`src/rtl/sequence_scan_scheduler.sv`:
```
// Round-robin scheduler that serialises one requester's word into a shared "1011" detector
// and counts the detector's matches. Define SCAN_STATS_EN to add per-requester cumulative totals.
module sequence_scan_scheduler #(
  parameter int unsigned NUM_REQ = 4,
  parameter int unsigned WORD_W  = 8,
  parameter int unsigned CNT_W   = 4
) (
  input  logic                        clock,
  input  logic                        reset,
  input  logic [NUM_REQ-1:0]          req,
  input  logic [NUM_REQ*WORD_W-1:0]   word_in,
  output logic [NUM_REQ-1:0]          grant,
  output logic                        seq_bit,
  output logic                        det_reset,
  input  logic                        detector_out,
  output logic                        done,
  output logic [((NUM_REQ > 1) ? $clog2(NUM_REQ) : 1)-1:0] done_id,
  output logic [CNT_W-1:0]            match_count,
  output logic                        busy
`ifdef SCAN_STATS_EN
  ,
  output logic [NUM_REQ*16-1:0]       total_count
`endif
);

  localparam int unsigned ID_W  = (NUM_REQ > 1) ? $clog2(NUM_REQ) : 1;
  localparam int unsigned BIT_W = (WORD_W > 1) ? $clog2(WORD_W) : 1;

  typedef enum logic [2:0] {
    S_IDLE  = 3'd0,
    S_CLEAR = 3'd1,
    S_SHIFT = 3'd2,
    S_DRAIN = 3'd3,
    S_DONE  = 3'd4
  } state_t;

  state_t              state_q, state_d;
  logic [WORD_W-1:0]   word_q, word_d;
  logic [BIT_W-1:0]    bit_q, bit_d;
  logic [ID_W-1:0]     rr_q, rr_d;
  logic [ID_W-1:0]     owner_q, owner_d;
  logic [CNT_W-1:0]    cnt_q, cnt_d, cnt_acc;
  logic                prev_shift_q;
  logic                det_reset_q;

  logic [NUM_REQ-1:0]  grant_d;
  logic                seq_d, det_reset_d, done_d, busy_d;
  logic [ID_W-1:0]     done_id_d;
  logic [CNT_W-1:0]    match_count_d;

  logic                found;
  logic [ID_W-1:0]     pick;
  logic [WORD_W-1:0]   pick_word;
  int unsigned         idx;

  // Round-robin search starting at the requester after the last one served
  always_comb begin
    found     = 1'b0;
    pick      = '0;
    pick_word = '0;
    idx       = 0;
    for (int unsigned k = 0; k < NUM_REQ; k++) begin
      idx = (32'(rr_q) + k) % NUM_REQ;
      if (!found && req[ID_W'(idx)]) begin
        found     = 1'b1;
        pick      = ID_W'(idx);
        pick_word = word_in[idx*WORD_W +: WORD_W];
      end
    end
  end

  // Only detector outputs that follow a SHIFT cycle belong to the current word
  always_comb begin
    cnt_acc = cnt_q;
    if (prev_shift_q && detector_out && (cnt_q != '1)) begin
      cnt_acc = cnt_q + CNT_W'(1);
    end
  end

  always_comb begin
    state_d       = state_q;
    word_d        = word_q;
    bit_d         = bit_q;
    rr_d          = rr_q;
    owner_d       = owner_q;
    cnt_d         = cnt_acc;
    grant_d       = grant;
    seq_d         = 1'b0;
    det_reset_d   = 1'b0;
    done_d        = 1'b0;
    done_id_d     = '0;
    match_count_d = '0;
    busy_d        = 1'b1;

    case (state_q)
      S_IDLE: begin
        grant_d = '0;
        busy_d  = found;
        if (found) begin
          state_d       = S_CLEAR;
          word_d        = pick_word;
          owner_d       = pick;
          rr_d          = (pick == ID_W'(NUM_REQ - 1)) ? '0 : pick + ID_W'(1);
          grant_d[pick] = 1'b1;
          det_reset_d   = 1'b1;
          cnt_d         = '0;
        end
      end
      S_CLEAR: begin
        state_d = S_SHIFT;
        bit_d   = '0;
        seq_d   = word_q[WORD_W-1];
        word_d  = word_q << 1;
      end
      S_SHIFT: begin
        if (bit_q == BIT_W'(WORD_W - 1)) begin
          state_d = S_DRAIN;
        end else begin
          seq_d  = word_q[WORD_W-1];
          word_d = word_q << 1;
          bit_d  = bit_q + BIT_W'(1);
        end
      end
      S_DRAIN: begin
        state_d       = S_DONE;
        done_d        = 1'b1;
        done_id_d     = owner_q;
        match_count_d = cnt_acc;
      end
      S_DONE: begin
        state_d = S_IDLE;
        grant_d = '0;
        busy_d  = 1'b0;
      end
      default: begin
        state_d = S_IDLE;
        grant_d = '0;
        busy_d  = 1'b0;
      end
    endcase
  end

  always_ff @(posedge clock) begin
    if (reset) begin
      state_q      <= S_IDLE;
      word_q       <= '0;
      bit_q        <= '0;
      rr_q         <= '0;
      owner_q      <= '0;
      cnt_q        <= '0;
      prev_shift_q <= 1'b0;
      det_reset_q  <= 1'b0;
      grant        <= '0;
      seq_bit      <= 1'b0;
      done         <= 1'b0;
      done_id      <= '0;
      match_count  <= '0;
      busy         <= 1'b0;
    end else begin
      state_q      <= state_d;
      word_q       <= word_d;
      bit_q        <= bit_d;
      rr_q         <= rr_d;
      owner_q      <= owner_d;
      cnt_q        <= cnt_d;
      prev_shift_q <= (state_q == S_SHIFT);
      det_reset_q  <= det_reset_d;
      grant        <= grant_d;
      seq_bit      <= seq_d;
      done         <= done_d;
      done_id      <= done_id_d;
      match_count  <= match_count_d;
      busy         <= busy_d;
    end
  end

  // The detector is held in reset for every cycle our own reset is high
  assign det_reset = det_reset_q | reset;

`ifdef SCAN_STATS_EN
  logic [15:0] tot_q [NUM_REQ];
  logic [15:0] tot_d [NUM_REQ];

  always_comb begin
    for (int unsigned i = 0; i < NUM_REQ; i++) begin
      tot_d[i] = tot_q[i];
      if ((state_q == S_DONE) && (owner_q == ID_W'(i))) begin
        tot_d[i] = ((17'(tot_q[i]) + 17'(match_count)) > 17'h0FFFF) ?
                   16'hFFFF : (tot_q[i] + 16'(match_count));
      end
    end
  end

  always_ff @(posedge clock) begin
    for (int unsigned i = 0; i < NUM_REQ; i++) begin
      if (reset) tot_q[i] <= '0;
      else       tot_q[i] <= tot_d[i];
    end
  end

  for (genvar g = 0; g < NUM_REQ; g++) begin : g_total
    assign total_count[g*16 +: 16] = tot_q[g];
  end
`endif

endmodule
```
`config.mk`:
```
export PLATFORM = sky130hd
export DESIGN_NAME = sequence_scan_scheduler
export DESIGN_NICKNAME = d
export VERILOG_FILES = /design/src/rtl/sequence_scan_scheduler.sv
export SDC_FILE = /design/constraint.sdc
export NUM_CORES = 1
export LEC_CHECK = 0
export CAP_MARGIN = 20
export CORE_MARGIN = 1.5
export CORE_UTILIZATION = 57
export DETAILED_ROUTE_END_ITERATION = 8
export PLACE_DENSITY = 0.87
export RECOVER_POWER = 100
export SLEW_MARGIN = 20
export SYNTH_ARGS = -nofsm -noshare
export SYNTH_HDL_FRONTEND = slang
export SYNTH_SLANG_ARGS = --single-unit
```
`constraint.sdc`:
```
create_clock -name clock -period 4.74 [get_ports clock]
set_input_delay 0.948 -clock clock [delete_from_list [all_inputs] [get_ports clock]]
set_output_delay 0.948 -clock clock [all_outputs]
set_load 0.005 [all_outputs]
```
==> impl_metrics.tcl, run 1 <==
set metrics [dict create \
    cts.sinks 37 \
    boundaryPins 53 \
    antenna_left 0 \
    start_util_pct 58.7 \
    cp_slowest_cell "clkbuf_1" \
    hp-class "flop to flop" \
    startpoint_type "primary input" \
    wl_per_cell_um 17.4 \
    die_h_um 72.3 \
    synth.area.mux_share_pct 11.7 \
    syn_nets 371 \
    syn_to_final_growth_pct 21.0 \
    critPathMaxStageDelay_ns 0.79 \
    antenna_found_initial 0 \
    dieArea_sq_um 5230 \
    dpl.cell_count 408 \
    switching_power_uw 549 \
    core_sq_um 4660 \
    worst_pin_slew_ns 1.07 \
    yosysMostFrequentCell "dfxtp_1" \
    leakagePower_uw 0.00127 \
    cp_cell_sequence "dlygate4sd3_1 > clkbuf_1 > or2_2 > clkdlybuf4s50_1" \
    clk-insertion-delay-late_ns 0.29 \
    synthXorXnorAreaFrac_pct 1.28 \
    ys_top_cells_by_count "37 x dfxtp_1, 23 x mux2i_1, 22 x nor2_1" \
    swShare_pct 38.8 \
    grt_pass1_vias 2640 \
    root_buffer "clkbuf_8" \
    drv_slew 0 \
    powerDensity_nw_per_um2 427 \
    initialDrtViolationCount 305 \
    required_ns 3.79 \
    fp.dieW_um 72.3 \
    grtUsageTotal_pct 29.1 \
    grt_overflow_total 0 \
    viasPerCell 6.52 \
    clockPowerShare_pct 23.5 \
    synth_compound_area_share_pct 27.0 \
    fillerInstances 382 \
    place_hpwl_um 5090 \
    final_cells 416 \
    drt_pass1_iterations 5 \
    fin_crit_ns 3.93 \
    synth_top_family_by_area "compound AO/OA/AOI/OAI gates" \
    yosysSeqAreaShare_pct 27.1 \
    power_frac_comb_pct 42.2 \
    slew_headroom_pct 28.6 \
    finalSetupViolCount 0 \
    finalNetCount 407 \
    finalSetupTns_ns 0 \
    hold-worst-slack_ns 0.468 \
    r2r-end "word_q[7]$_SDFFE_PP0P_" \
    worstRegToRegCells 6 \
    ys_ff_latch 37 \
    avgSynthCellArea_sq_um 8.42 \
    r2r_slack_ns 1.44 \
    grt_pass1_wl_um 12100 \
    place.port_buffers 52 \
    finalCritPeriodShare_pct 83.0 \
    endpoint_kind "output pin" \
    clockBufferDepth 2 \
    critPathLaunch "reset" \
    status "finished, final reports clean" \
    ys_warn_count 0 \
    final_hold_viol_count 0 \
    power_uw 1410 \
    crit_type "primary input to output pin" \
    fin_skew_ns 0.00408 \
    fp-row-count 25 \
    syn_inst 325 \
    grt_max_degree 33 \
    async_flop_share_pct 0 \
    reg2reg_from "rr_q[0]$_SDFFE_PP0P_" \
    synthDominantCellAreaShare_pct 27.1 \
    syn-cell-area_sq_um 2740 \
    cts_tree "built" \
    synth_area_leaders "dfxtp_1 27%, mux2i_1 8.4%, o221ai_1 3.5%" \
    synth_fa_ha_area_share_pct 3.20 \
    htreeDepth 2 \
    post-route-util_pct 71.1 \
    internal-power_uw 866 \
    drcViolationCount 0 \
    numCtsBuffers 5 \
    num_vias 2713 \
    wirelength_um 7240 \
    yosys_most_used_dff "dfxtp_1" \
    critPathMaxFanout 25 \
    n_antenna_cell 0 \
    peakVddDrop_mv 0.302 \
    synth-edff-count 0 \
    endpoint "det_reset" \
    gp_congestion 0.891 \
    clkSlewWorstSetupHoldPaths_ns 0.07 \
    ctsResizeCount 0 \
    drive_gt1_share_pct 6.63 \
    post-cts-setup-buffers 0 \
    synth_top_area_cell "dfxtp_1" \
    cp.arrival_ns 2.99 \
    fmax_mhz 254 \
    ys_types 70 \
    cts-hold-fix-buffers 0 \
    max_cap_violations 0 \
    synth-simple-area-share_pct 22.0 \
    rsz0062_at_grt "no" \
    pwr-share-seq_pct 34.3 \
]
-- per-stage QoR --
stage | setup slack (ns) | cell area, sq um
floorplan | 2.37 | 2740
global placement | 1.34 | 3200
detailed placement | 1.28 | 3200
CTS | 1.48 | 3340
global route | 0.714 | 3310
finish | 0.806 | 3310
-- metal layers --
layer,up-vias,wire length [um],share of wire (%),track usage (%)
met5,-,0,0,0
met4,0,100,1.4,10.1
met3,15,468,6.5,6.11
met2,109,3610,50,48.9
met1,1284,3060,42,37.0
li1,1305,-,-,-
-- kinds of logic after synthesis --
kind of cell,after synthesis
muxes,30
DFF,37
and+or+nand+nor,106
xor gates and xnor gates,4
buffers and inverters,42
AOI/OAI and AO/OA,99
adders and majority gates,7
-- cell usage in the layout, fill, tap and decap left out, types with 5 or more instances in the layout --
cell             Yosys  layout
nor4_1               8       8
dlygate4sd3_1        0      16
nand2_1             15      15
a21oi_1             17      17
a22oi_1              9       9
o21ai_1              5       5
nor3_1              17      17
o211ai_1             7       7
nor2b_1             12      12
ha_1                 7       7
mux2_2               6       6
dfxtp_1             37      36
clkdlybuf4s50_1      0      36
mux2i_1             23      23
inv_1               14      14
o221ai_1            11      11
clkbuf_8             0       5
o21ai_0             10      10
nor2_1              22      22
-- cell type report --
type                       instances  area, sq um  area share (%)
timing repair buffer              55          536            16.2
inverter                          16         60.1            1.81
clock buffer                       5         68.8            2.08
tap                               54         67.6            2.04
multi-input combinational        246         1770            53.4
sequential                        37          742            22.4
clock inverter                     3         68.8            2.08
-- state kept, by name, summed over array words and instances, names as in the netlist --
name / flops
cnt_q: 4
busy: 1
state_q: 3
word_q: 8
rr_q: 2
seq_bit: 1
owner_q: 2
det_reset_q: 1
match_count: 4
done_id: 2
prev_shift_q: 1
bit_q: 3
grant: 4
done: 1
-- power by group through the flow --
| stage | registers [uW] | logic [uW] | clock network, uW |
|---|---|---|---|
| after floorplan | 407 | 527 | 0 |
| after global placement | 486 | 590 | 0 |
| after detailed placement | 488 | 597 | 0 |
| after CTS | 482 | 606 | 334 |
| after global routing | 499 | 663 | 351 |
| final | 485 | 597 | 332 |
-- how the worst min path moves through the flow --
| stage | from | end | slack, ns | cells after the start |
|---|---|---|---|---|
| final | owner_q[1]$_SDFFE_PP0P_ | owner_q[1]$_SDFFE_PP0P_ | 0.47 | 2 |
| after global routing | owner_q[0]$_SDFFE_PP0P_ | owner_q[0]$_SDFFE_PP0P_ | 0.50 | 2 |
| after CTS | owner_q[1]$_SDFFE_PP0P_ | owner_q[1]$_SDFFE_PP0P_ | 0.47 | 2 |
| after detailed placement | owner_q[1]$_SDFFE_PP0P_ | owner_q[1]$_SDFFE_PP0P_ | 0.45 | 2 |
| after global placement | owner_q[1]$_SDFFE_PP0P_ | owner_q[1]$_SDFFE_PP0P_ | 0.44 | 2 |
| after floorplan | owner_q[0]$_SDFFE_PP0P_ | done_id[0]$_SDFF_PP0_ | 0.43 | 1 |
-- critical path, delay by kind of cell --
kind / cells / cell delay (ns)
and+or+nand+nor: 1 / 0.24
buffers and inverters: 3 / 1.80
(Power assumes the default switching activity.)
==> run 2, diff against run 1 <==
CORE_UTILIZATION = 47   (was 57)
PLACE_DENSITY = 0.76   (was 0.87)
clock period = 3.6 ns   (was 4.74 ns; I/O delays follow)
==> run 2 against run 1 <==
Effect of this change:
- global-route usage is 5.6 points lower
- clock skew is 0.0014 ns higher
- highest routed layer unchanged
- sequential cell count stayed put
- largest cell class unchanged
- setup slack worse by 0.40 ns
- first-iteration DRC count is 40% lower
- final area is 1.3% higher
- clock power is 13% higher
- critical path depth is 3 higher
- final cell count is 5.3% higher
==> impl_metrics.tcl, run 2 (synthesis gave the netlist of run 1 again) <==
set metrics [dict create \
    drt_pass1_iterations 5 \
    startpoint_type "primary input" \
    antenna_left 0 \
    wl_met1_um 3270 \
    ctsResizeCount 0 \
    max_cap_violations 0 \
    final_cell_mix "36 x dfxtp_1, 36 x clkdlybuf4s50_1, 23 x mux2i_1, 22 x nor2_1" \
    peakVddDrop_mv 0.309 \
    fmax_mhz 313 \
    root_buffer "clkbuf_8" \
    grtUsageTotal_pct 23.5 \
    place.port_buffers 52 \
    cp_slowest_cell "dlygate4sd3_1" \
    syn_to_final_growth_pct 22.6 \
    cp.arrival_ns 3.36 \
    cp.buffers_inverters 2 \
    status "finished, final reports clean" \
    viasPerCell 6.19 \
    finalSetupViolCount 0 \
    finalNetCount 411 \
    htreeDepth 2 \
    critPathMaxStageDelay_ns 0.92 \
    final_cell_area_sq_um 3360 \
    drive_gt1_share_pct 8.20 \
    fin_crit_ns 3.19 \
    endpoint_kind "flop" \
    dieArea_sq_um 6290 \
    gp_congestion 0.980 \
    routed.top_layer "met4" \
    clk-insertion-delay-late_ns 0.29 \
    drcViolationCount 0 \
    clockBufferDepth 2 \
    core_sq_um 5570 \
    final_hold_viol_count 0 \
    antenna_found_initial 0 \
    fp-row-count 27 \
    rsz0062_at_grt "no" \
    finalCritPeriodShare_pct 88.6 \
    wl_met3_um 476 \
    fp.dieW_um 79.3 \
    regMostFlops "word_q" \
    leakagePower_uw 0.00128 \
    place_hpwl_um 5300 \
    boundaryPins 53 \
    cp_top_family "buffers and inverters" \
    largest_register_ffs 8 \
    hp-class "flop to flop" \
    slew_headroom_pct 32.6 \
    drv_slew 0 \
    grt_pass1_vias 2585 \
    crit_type "primary input to flop" \
    die_h_um 79.3 \
    cts_tree "built" \
    post-cts-setup-buffers 0 \
    grt_pass1_wl_um 11800 \
    grt_max_degree 32 \
    worst_pin_slew_ns 1.01 \
    cts-hold-fix-buffers 0 \
    clkSlewWorstSetupHoldPaths_ns 0.07 \
    grt_overflow_total 0 \
    wirelength_um 7280 \
    wl_met2_um 3400 \
    powerDensity_nw_per_um2 540 \
    wl_per_cell_um 16.6 \
    num_vias 2712 \
    cp_cell_sequence "dlygate4sd3_1 > nor4_1 > nor4_2 > clkbuf_1 > o221ai_1 > a2111oi_0 > nor3_1" \
    numCtsBuffers 5 \
    cts.sinks 37 \
    finalSetupTns_ns 0 \
    start_util_pct 49.1 \
    required_ns 3.77 \
    placed_cell_area_sq_um 3260 \
    fin_skew_ns 0.00552 \
    n_antenna_cell 0 \
    initialDrtViolationCount 184 \
    critPathMaxFanout 16 \
]
## run 2: cell types whose count changed in the layout (fill, tap and decap cells not counted), sizes merged
cell | before | now
clkinvlp | 0 | 1
clkbuf | 7 | 8
inv | 17 | 16
buf | 1 | 5
bufinv | 2 | 1
## run 2: layer usage
layer | vias to the layer above | GRT usage, %
li1 | 1319 | -
met1 | 1256 | 30.9
met2 | 116 | 38.5
met3 | 21 | 4.48
met4 | 0 | 7.54
met5 | - | 0
## run 2: report_power, final
part | internal [uW] | switching, uW
Combinational | 378 | 454
Clock | 225 | 151
Sequential | 489 | 115
Total | 1090 | 721
## run 2: worst register-to-register path: stages, from the launching register on
cell and delay (ns):
dfxtp_2 0.60, buf_4 0.46, nor4b_1 0.13, a211oi_2 0.52, nor2_1 0.10, a2111oi_0 0.49
nor3_1 0.11
## run 2: final cells by class
class                   count  area (sq um)
clock buffers               6          82.6
clock inverters             2          37.5
inverters                  16          60.1
flip-flops and latches     37           742
well taps                  72          90.1
multi-input cells         246          1780
fillers                   506          2220
repair buffers             59           566
## run 2: metrics by stage
| stage | hold WS, ns | setup WS (ns) | cells | total power [uW] | util (%) |
|---|---|---|---|---|---|
| finish | 0.465 | 0.410 | 438 | 1810 | 60.2 |
| CTS | 0.463 | 0.775 | 438 | 1830 | 60.6 |
| floorplan | 0.430 | 1.46 | 325 | 1230 | - |
| detailed placement | 0.451 | 0.475 | 430 | 1440 | 58.4 |
| global placement | 0.445 | 0.520 | 430 | 1440 | 58.4 |
| global route | 0.498 | 0.272 | 438 | 1920 | 60.2 |
## run 2: worst paths after layout
kind / slack (ns) / from / cells past startpoint / end
setup / recovery: 0.41 / req[0] / 7 / word_q[7]$_SDFFE_PP0P_
hold / removal: 0.47 / owner_q[1]$_SDFFE_PP0P_ / 2 / owner_q[1]$_SDFFE_PP0P_
setup reg to reg: 1.06 / rr_q[0]$_SDFFE_PP0P_ / 6 / word_q[7]$_SDFFE_PP0P_
hold reg to reg: 0.47 / owner_q[1]$_SDFFE_PP0P_ / 2 / owner_q[1]$_SDFFE_PP0P_
